[src/rtl/cd_pkg.sv]
// Shared constants and flit helpers for the cardinal-router local-side
// return crossbar.
package cd_pkg;

  localparam int CD_DATA_W   = 64;
  localparam int CD_DEST_LSB = 8;
  localparam int CD_N_CV     = 2;
  localparam int CD_N_LOCAL  = 4;

  // Two-bit local destination carried inside the flit at bit position lsb.
  function automatic logic [1:0] cd_dest(input logic [CD_DATA_W-1:0] flit,
                                         input logic [5:0]           lsb);
    return flit[lsb +: 2];
  endfunction

endpackage

[src/rtl/cd_rr_arb2.sv]
// Two-requester round-robin arbiter; the pointer names the favoured channel
// and only moves when both channels compete and a grant is issued.
module cd_rr_arb2 (
  input  logic       clk,
  input  logic       reset,
  input  logic [1:0] req,
  input  logic       en,
  output logic [1:0] gnt
);

  logic ptr_q;
  logic ptr_d;

  always_comb begin
    gnt   = '0;
    ptr_d = ptr_q;
    if (en) begin
      unique case (req)
        2'b01:   gnt = 2'b01;
        2'b10:   gnt = 2'b10;
        2'b11: begin
          gnt   = ptr_q ? 2'b10 : 2'b01;
          ptr_d = ~ptr_q;
        end
        default: gnt = '0;
      endcase
    end
  end

  always_ff @(posedge clk or negedge reset) begin
    if (!reset) begin
      ptr_q <= 1'b0;
    end else begin
      ptr_q <= ptr_d;
    end
  end

endmodule

[src/rtl/cd_return_demux_2x4.sv]
// Return-path crossbar: steers flits from two convertor channels into four
// one-entry registered local output buffers, arbitrated per output.
module cd_return_demux_2x4
  import cd_pkg::*;
#(
  parameter int DATA_W   = CD_DATA_W,
  parameter int DEST_LSB = CD_DEST_LSB
) (
  input  logic                         clk,
  input  logic                         reset,
  input  logic [CD_N_CV-1:0]           cv_si,
  output logic [CD_N_CV-1:0]           cv_ri,
  input  logic [CD_N_CV*DATA_W-1:0]    cv_di,
  output logic [CD_N_LOCAL-1:0]        out_so,
  input  logic [CD_N_LOCAL-1:0]        out_ro,
  output logic [CD_N_LOCAL*DATA_W-1:0] out_do
);

  logic [1:0]            dest   [CD_N_CV];
  logic [CD_N_CV-1:0]    req    [CD_N_LOCAL];
  logic [CD_N_CV-1:0]    gnt    [CD_N_LOCAL];
  logic [CD_N_LOCAL-1:0] avail;

  logic [CD_N_LOCAL-1:0] full_q;
  logic [CD_N_LOCAL-1:0] full_d;
  logic [DATA_W-1:0]     data_q [CD_N_LOCAL];
  logic [DATA_W-1:0]     data_d [CD_N_LOCAL];

  always_comb begin
    for (int k = 0; k < CD_N_CV; k++) begin
      dest[k] = cd_dest(CD_DATA_W'(cv_di[k*DATA_W +: DATA_W]), 6'(DEST_LSB));
    end
  end

  // A full buffer can still take a flit if it is being drained this cycle.
  always_comb begin
    for (int j = 0; j < CD_N_LOCAL; j++) begin
      avail[j] = !full_q[j] || out_ro[j];
      for (int k = 0; k < CD_N_CV; k++) begin
        req[j][k] = cv_si[k] && (dest[k] == 2'(j));
      end
    end
  end

  for (genvar j = 0; j < CD_N_LOCAL; j++) begin : g_arb
    cd_rr_arb2 u_arb (
      .clk   (clk),
      .reset (reset),
      .req   (req[j]),
      .en    (avail[j]),
      .gnt   (gnt[j])
    );
  end

  // Each channel requests one output only, so OR-ing grants is exact.
  always_comb begin
    cv_ri = '0;
    for (int j = 0; j < CD_N_LOCAL; j++) begin
      cv_ri = cv_ri | gnt[j];
    end
    if (!reset) begin
      cv_ri = '0;
    end
  end

  always_comb begin
    full_d = full_q;
    for (int j = 0; j < CD_N_LOCAL; j++) begin
      data_d[j] = data_q[j];
      if (gnt[j][0]) begin
        full_d[j] = 1'b1;
        data_d[j] = cv_di[0 +: DATA_W];
      end else if (gnt[j][1]) begin
        full_d[j] = 1'b1;
        data_d[j] = cv_di[DATA_W +: DATA_W];
      end else if (full_q[j] && out_ro[j]) begin
        full_d[j] = 1'b0;
      end
    end
  end

  always_ff @(posedge clk or negedge reset) begin
    if (!reset) begin
      full_q <= '0;
      for (int j = 0; j < CD_N_LOCAL; j++) begin
        data_q[j] <= '0;
      end
    end else begin
      full_q <= full_d;
      for (int j = 0; j < CD_N_LOCAL; j++) begin
        data_q[j] <= data_d[j];
      end
    end
  end

  assign out_so = full_q;

  for (genvar j = 0; j < CD_N_LOCAL; j++) begin : g_out
    assign out_do[j*DATA_W +: DATA_W] = data_q[j];
  end

endmodule
[config.mk]
export PLATFORM = sky130hd
export DESIGN_NAME = cd_return_demux_2x4
export DESIGN_NICKNAME = d
export VERILOG_FILES = /design/src/rtl/cd_pkg.sv /design/src/rtl/cd_rr_arb2.sv /design/src/rtl/cd_return_demux_2x4.sv
export SDC_FILE = /design/constraint.sdc
export NUM_CORES = 1
export LEC_CHECK = 0
export BUFFER_PORTS_ARGS = -buffer_cell sky130_fd_sc_hd__buf_2
export CORE_AREA = 2 2 153 155
export CTS_BUF_LIST = sky130_fd_sc_hd__clkbuf_8
export DETAILED_ROUTE_END_ITERATION = 6
export DIE_AREA = 0 0 155 157
export PLACE_DENSITY_LB_ADDON = 0.3
export SLEW_MARGIN = 20
export SYNTH_ARGS = -nofsm -noshare
export SYNTH_HDL_FRONTEND = slang
export SYNTH_SLANG_ARGS = --single-unit
[constraint.sdc]
create_clock -name clk -period 5.8 [get_ports clk]
set_input_delay 1.16 -clock clk [delete_from_list [all_inputs] [get_ports clk]]
set_output_delay 1.16 -clock clk [all_outputs]
set_load 0.01 [all_outputs]
==> out/metrics.csv, run 1 <==
metric;value;unit
pin count of the biggest net entering global routing;74;
top cell type's share of synthesized area;56.0;%
detailed-route DRC error count;0;
clk root buf;clkbuf_8;
ANT cells;0;
max_slew headroom;39.7;%
iteration count of the initial detailed-routing pass;5;
R2R cell count;6;
Final Hold Viols;0;
EDFF count, synth;0;
Die Y;157;um
Initial Utilization;52.4;%
Routed Antenna Nets;0;
worst hold path class;register to register;
# port buffers;397;
Resized Gates After CTS;0;
Cells after Synth;1034;
warnings from Yosys;0;
fmax;229;MHz
clk sink count;264;
multi-input combinational cell area;4810;um^2
largest vdd supply drop;0.000189;V
post-route setup TNS;0;ns
detailed-route wire length;38300;um
top_reg_cell synth;dfrtp_1;
Area Overhead vs Synth;25.1;%
count of final setup violators;0;
Startpoint Class;input pin;
hold buffers post-CTS;0;
std cell rows;55;
TritonCTS Buffers;42;
FFs w/ async S/R, synth;100;%
final instance area;14700;um^2
Worst EP required;4.64;ns
P_leak;0.00659;uW
Layout Utilization;65.5;%
sequential area share after synthesis;56.0;%
dpl hpwl;23900;um
Worst Clk Skew;0.0128;ns
Die ar.;24300;um^2
vias in the first global route;10200;
synth unique cells;31;
Period minus WS final;4.37;ns
RSZ-0062 raised after global routing;false;
PwrDens;377;nW/um^2
Avg Vias per Cell;6.01;
Worst Setup Path Type;input pin to output pin;
Arrival @ worst endpoint;3.21;ns
Synth area leaders;dfrtp_1 56%, o221a_2 18%, or2_2 8.7%;
number of fill cells;1760;
share of cells above drive strength 1;58.1;%
area leader, netlist;dfrtp_1;
I/O pins;398;
initial antenna violation count;0;
GP Congestion;0.841;
Place WS;1.41;ns
nets;1541;
FF+latch area;6610;um^2
Post-CTS Setup Bufs;0;
MaxCap Viol Count;0;
PnR worst setup slack;1.43;ns
outcome;completed;
area of the core;22500;um^2
vias;10300;
Wirelength per Cell;22.3;um
endpoint class of the critical path;output pin;
CTS clk-pin slew, worst paths;0.06;ns
CTS tree;done;
first-pass GRT wire length;58500;um
gr usage total;30.9;%
maximum root-to-sink buffer count;3;
critical-path maximum fanout;63;
Syn Nets;1170;
DP Area;13900;um^2
mapped cell area;11800;um^2
fin crit share;75.4;%
syn avg cell area;11.4;um^2
Worst-Skew Late Latency;0.53;ns
hold path depth;1;
Slew Viols, Final;0;
GRT Residual Overflow;0;
Detailed Route Iter0 Violations;763;
Die Wd;155;um
register bit total from synthesis;264;
# H-tree levels;2;
Slew @ Worst Pin;0.904;ns
-- stage by stage --
step           cells  total power (uW)  hold slack [ns]
3_3_place_gp    1645              4020            0.448
6_report        1718              5560            0.463
3_5_place_dp    1645              4050            0.450
5_1_grt         1718              5840            0.494
4_1_cts         1717              5580            0.466
2_1_floorplan   1034              3320            0.450
-- area by class of cell --
cell class | count | share of cell area [%]
clock buffers | 52 | 4.85
inverters | 7 | 0.178
multi-input cells | 676 | 32.6
well taps | 285 | 2.42
flip-flops and latches | 264 | 44.8
repair buffers | 414 | 14.5
clock inverters | 20 | 0.552
-- worst max-delay path: stages --
cell and delay (ns):
buf_2 0.11, or3b_1 0.50, or3_2 0.49, buf_4 0.35, a41oi_2 0.39, buf_2 0.19
-- registers in the layout, summed over array words and instances, names as in the netlist --
signal / flops
g_arb.u_arb.ptr_q: 4
out_do: 256
out_so: 4
-- placed cells by master (no fill, tap or decap), types with 2 or more instances in the layout --
cell,instances
or3b_1,2
nor2b_1,4
o21ai_4,3
clkbuf_8,52
nand3_1,3
nand2b_1,2
o21bai_4,2
xor2_1,2
clkinv_2,2
buf_2,396
o221a_2,186
nand2_1,124
xnor2_1,2
inv_1,24
nand3b_1,4
dfrtp_1,264
or2_1,31
nor2_1,73
a21oi_4,4
a31oi_1,62
or2_2,164
buf_4,16
-- layer usage --
metal  track usage, %  up-vias  wire length, um
met5                0        -                0
met4             12.3        0             1260
met3             9.14       85             4010
met2             48.6      585            17800
met1             40.5     5131            15300
li1                 -     4519                -
-- kinds of logic after synthesis --
| logic type | count (synthesis) | synth area share [%] |
|---|---|---|
| buffers and inverters | 94 | 3.93 |
| XOR/XNOR | 4 | 0.297 |
| flip-flops | 264 | 56.0 |
| AO/OA/AOI/OAI | 261 | 21.9 |
| AND/OR/NAND/NOR | 411 | 17.8 |
-- synth_stat cells, drive strengths merged, types with 2 or more instances --
cell and count:
nor2 73, nand2 124, or3b 2, dfrtp 264, o21ai 4, nor3 2, buf 19, nor2b 4
or2 195, nand3b 4, xor2 2, clkbuf 68, a31oi 62, a41oi 2, a21oi 4, o21bai 2
inv 7, o221a 186, nand2b 2, nand3 3, xnor2 2
-- where the power goes --
part           leakage [uW]  switching [uW]  internal (uW)  total, uW
logic               0.00321             820            786       1610
registers           0.00291             205           2230       2430
clock network      0.000472             720            803       1520
total               0.00659            1750           3820       5560
-- worst paths after layout --
check / startpoint / slack [ns] / end
hold reg to reg: out_do[137] / 0.46 / out_do[137]
min in group asynchronous: reset / 0.58 / out_do[216]
setup reg to reg: out_so[0] / 3.40 / out_do[45]
hold / removal: out_do[137] / 0.46 / out_do[137]
setup / recovery: cv_di[9] / 1.43 / cv_ri[0]
max in group asynchronous: reset / 3.24 / out_do[54]
Power figures use the tool's default switching activity.
==> run 2, diff against run 1 <==
--- a/config.mk
+++ b/config.mk
@@ -6,10 +6,9 @@
 export NUM_CORES = 1
 export LEC_CHECK = 0
 export BUFFER_PORTS_ARGS = -buffer_cell sky130_fd_sc_hd__buf_2
-export CORE_AREA = 2 2 153 155
+export CORE_UTILIZATION = 47
 export CTS_BUF_LIST = sky130_fd_sc_hd__clkbuf_8
 export DETAILED_ROUTE_END_ITERATION = 6
-export DIE_AREA = 0 0 155 157
 export PLACE_DENSITY_LB_ADDON = 0.3
 export SLEW_MARGIN = 20
 export SYNTH_ARGS = -nofsm -noshare
==> constraint.sdc (replaced) <==
create_clock -name clk -period 4 [get_ports clk]
set_input_delay 0.8 -clock clk [delete_from_list [all_inputs] [get_ports clk]]
set_output_delay 0.8 -clock clk [all_outputs]
set_load 0.01 [all_outputs]
==> run 2 against run 1 <==
Against the previous run: non-clock buffer count is 1 higher; combinational power is 45% higher; first-iteration DRC count is 12% higher; core utilization is 4.5 points lower; routed wire length is 5.4% higher; total power is 48% higher; clock skew is 0.0086 ns higher; setup slack worse by 0.62 ns.
==> out/metrics.csv, run 2 (same netlist as run 1, synthesis figures left out) <==
metric;value;unit
hold buffers post-CTS;0;
TritonCTS Buffers;46;
Post-CTS Setup Bufs;0;
nets;1546;
share of cells above drive strength 1;58.5;%
iteration count of the initial detailed-routing pass;5;
gr usage total;31.5;%
I/O pins;398;
Arrival @ worst endpoint;2.39;ns
internal power;5670;uW
fin cells;1769;
# H-tree levels;2;
MaxCap Viol Count;0;
most frequent cells in the layout;396 x buf_2, 264 x dfrtp_1, 186 x o221a_2;
Area Overhead vs Synth;26.6;%
critical-path maximum fanout;5;
area of the core;24500;um^2
Worst Clk Skew;0.0213;ns
vias in the first global route;10600;
Place WS;0.821;ns
clock power share;28.9;%
commonest non-fill, non-tap cell in the layout;buf_2;
fin crit share;79.9;%
Worst EP required;3.20;ns
Avg Vias per Cell;5.85;
Comb pwr share;28.3;%
worst hold path class;input pin to asynchronous set/reset pin;
endpoint class of the critical path;output pin;
# port buffers;397;
Startpoint Class;input pin;
RSZ-0062 raised after global routing;false;
largest vdd supply drop;0.000317;V
Die ar.;25700;um^2
Die Wd;160;um
fmax;313;MHz
PwrDens;552;nW/um^2
Worst Setup Path Type;input pin to output pin;
GP Congestion;0.869;
dpl hpwl;24200;um
initial antenna violation count;7;
R2R Path Start;out_so[0];
pin count of the biggest net entering global routing;113;
count of final setup violators;0;
switching portion of total power;31.2;%
post-placement cell count;1686;
number of flip-flops in the largest register;256;
Final Hold Viols;0;
Wirelength per Cell;22.8;um
Seq pwr share;42.8;%
vias;10400;
clk root buf;clkbuf_8;
first-pass GRT wire length;62600;um
Slew @ Worst Pin;0.984;ns
maximum root-to-sink buffer count;3;
Initial Utilization;48.2;%
Period minus WS final;3.19;ns
Switch Pwr;2580;uW
post-route setup TNS;0;ns
Routed Antenna Nets;0;
Resized Gates After CTS;0;
P_leak;0.00665;uW
Detailed Route Iter0 Violations;857;
Die Y;160;um
CP startpoint;cv_di[9];
clk sink count;264;
Worst-Skew Late Latency;0.53;ns
GRT Residual Overflow;0;
max_slew headroom;34.4;%
PnR worst setup slack;0.805;ns
CTS clk-pin slew, worst paths;0.06;ns
detailed-route wire length;40400;um
CTS tree;done;
std cell rows;57;
detailed-route DRC error count;0;
Slew Viols, Final;0;
outcome;completed;
[run 2: cell types whose count changed in the layout (fill, tap and decap cells not counted), sizes merged]
| cell | delta |
|---|---|
| inv | -2 |
| diode | +4 |
| clkbuf | +6 |
| buf | +1 |
| clkinv | +3 |
[run 2: layout make-up]
class,instances,area [um^2]
multi-input cells,676,4810
fillers,2065,9530
diodes,4,10.0
repair buffers,415,2180
clock inverters,21,88.8
well taps,324,405
inverters,7,26.3
clock buffers,58,798
flip-flops and latches,264,6610
[run 2: per-layer routing]
| metal | routed length (um) | GRT usage, % |
|---|---|---|
| met1 | 16400 | 40.0 |
| met5 | 33 | 0 |
| met2 | 18900 | 50.7 |
| met4 | 1430 | 14.0 |
| met3 | 3720 | 8.26 |
[run 2: path summary, 6_finish.rpt]
path / to / slack, ns / depth (start not counted)
worst max register to register: out_do[52] / 1.55 / 5
worst max-delay path: cv_ri[0] / 0.81 / 5
min in group clk: out_do[200] / 0.46 / 1
max in group asynchronous: out_do[199] / 2.70 / 2
worst min register to register: out_do[200] / 0.46 / 1
worst min-delay path: out_do[191] / 0.17 / 1
[run 2: metrics by stage]
step	total power (uW)	utilization [%]	hold slack (ns)	cell area (um^2)
floorplan	4820	-	0.450	11800
global placement	5820	57.4	0.446	14000
detailed placement	5880	57.4	0.451	14000
CTS	8290	61.0	0.155	14900
global route	8670	61.0	0.159	14900
finish	8250	61.0	0.168	14900
[run 2: power groups by stage]
stage | Clock (uW) | Combinational, uW | Sequential (uW)
after floorplan | 0 | 1020 | 3800
after global placement | 0 | 2280 | 3550
after detailed placement | 0 | 2320 | 3560
after CTS | 2440 | 2330 | 3530
after global routing | 2570 | 2500 | 3590
final | 2390 | 2330 | 3530
[run 2: worst max-delay path, cell delays in order]
cell and delay (ns):
buf_2 0.11, or3b_1 0.53, or3_2 0.54, a41oi_2 0.20, buf_2 0.21
==> run 3, diff against run 2 <==
==> constraint.sdc (replaced) <==
create_clock -name clk -period 2.79 [get_ports clk]
set_input_delay 0.558 -clock clk [delete_from_list [all_inputs] [get_ports clk]]
set_output_delay 0.558 -clock clk [all_outputs]
set_load 0.01 [all_outputs]
==> run 3 against run 2 <==
Against the previous run: sequential cell count is the same; non-clock buffer count up 8; register-to-register slack got worse by 0.96 ns; clock skew fell by 0.011 ns; final area rose by 0.31%; cell count about the same; combinational power increased by 43%; critical path depth rose by 1; largest cell class unchanged; clock power up 36%; sequential share of layout area decreased by 0.14 points; die area is the same; setup slack lost 0.65 ns.
==> out/metrics.csv, run 3 (same netlist as run 1, synthesis figures left out) <==
metric;value;unit
# H-tree levels;2;
Avg Vias per Cell;5.85;
GRT Residual Overflow;0;
MaxCap Viol Count;0;
I/O pins;398;
number of flip-flops in the largest register;256;
worst reg-to-reg setup slack;0.59;ns
PnR worst setup slack;0.156;ns
detailed-route DRC error count;0;
Slew @ Worst Pin;0.987;ns
Startpoint Class;input pin;
commonest non-fill, non-tap cell in the layout;buf_2;
largest vdd supply drop;0.000384;V
CTS tree;done;
clk sink count;264;
std cell rows;57;
Post-CTS Setup Bufs;0;
maximum root-to-sink buffer count;3;
CTS clk-pin slew, worst paths;0.06;ns
DP Area;14100;um^2
critical-path maximum fanout;4;
nets;1552;
worst setup path end;cv_ri[1];
Worst Setup Path Type;input pin to output pin;
area of the core;24500;um^2
Worst EP required;2.23;ns
share of cells above drive strength 1;58.6;%
max_slew headroom;34.2;%
pin count of the biggest net entering global routing;167;
fmax;380;MHz
RSZ-0062 raised after global routing;false;
Worst Clk Skew;0.0107;ns
Period minus WS final;2.63;ns
# port buffers;397;
Die ar.;25700;um^2
worst reg2reg path endpoint;out_do[64];
iteration count of the initial detailed-routing pass;5;
Worst-Skew Late Latency;0.54;ns
vias;10300;
Area Overhead vs Synth;27.0;%
first-pass GRT wire length;61800;um
final instance area;15000;um^2
TritonCTS Buffers;44;
fin crit share;94.4;%
clk root buf;clkbuf_8;
Final Hold Viols;0;
Die Wd;160;um
P_leak;0.00668;uW
Routed Antenna Nets;0;
CP startpoint;cv_di[9];
GP Congestion;0.855;
most frequent cells in the layout;396 x buf_2, 264 x dfrtp_1, 186 x o221a_2;
post-route setup TNS;0;ns
detailed-route wire length;40400;um
Place WS;0.0770;ns
dpl hpwl;24900;um
R2R Path Start;out_so[1];
gr usage total;31.3;%
outcome;completed;
endpoint class of the critical path;output pin;
R2R cell count;5;
vias in the first global route;10500;
PwrDens;779;nW/um^2
Initial Utilization;48.2;%
Layout Utilization;61.2;%
count of final setup violators;0;
Die Y;160;um
post-placement cell count;1693;
worst hold path class;input pin to register;
Wirelength per Cell;22.9;um
Slew Viols, Final;0;
Detailed Route Iter0 Violations;936;
fin cells;1770;
Arrival @ worst endpoint;2.08;ns
initial antenna violation count;5;
run 3: worst min path at each step:
stage	slack, ns	to	cells past startpoint	from
2_1_floorplan	0.26	g_arb[0].u_arb.ptr_q	0	reset
3_3_place_gp	0.45	g_arb[2].u_arb.ptr_q	1	reset
3_5_place_dp	0.45	g_arb[2].u_arb.ptr_q	1	reset
4_1_cts	0.27	out_do[24]	3	cv_di[88]
5_1_grt	0.27	out_do[57]	3	cv_di[121]
6_report	0.29	out_do[20]	3	cv_di[84]
run 3: stage by stage:
stage	total power [uW]	hold WS, ns
5_1_grt	12200	0.275
6_report	11700	0.292
3_5_place_dp	8440	0.451
3_3_place_gp	8360	0.445
2_1_floorplan	6910	0.262
4_1_cts	11700	0.269
run 3: final cells by class:
cell class	instances	area, um^2
Antenna cell	3	7.51
Clock buffer	54	743
Clock inverter	19	77.6
Fill cell	2064	9490
Inverter	7	26.3
Multi-Input combinational cell	676	4810
Sequential cell	264	6610
Tap cell	324	405
Timing Repair Buffer	423	2290
run 3: worst max-delay path, cell delays in order:
cell and delay [ns]:
buf_2 0.11, or3b_1 0.44, buf_4 0.19, o21ai_0 0.35, a41oi_1 0.22, buf_2 0.20
run 3: where the power goes:
part	total, uW	switching (uW)	internal [uW]
Sequential	5070	436	4630
Clock	3260	1530	1730
Combinational	3340	1690	1650
Total	11700	3650	8020
run 3: per-layer routing:
metal | GRT usage, % | vias up | part of all wire, %
met5 | 0 | - | 0.032
met4 | 10.7 | 2 | 2.7
met3 | 7.83 | 81 | 9.8
met2 | 50.1 | 601 | 47
met1 | 41.8 | 5117 | 41
li1 | - | 4545 | -
run 3: what timing repair did:
item / CTS / global route
endpoints found under the hold margin: 33 / 0
gates resized for setup: 1 / 0
hold buffers: 1 / 0
endpoints found under the setup margin: 1 / 0
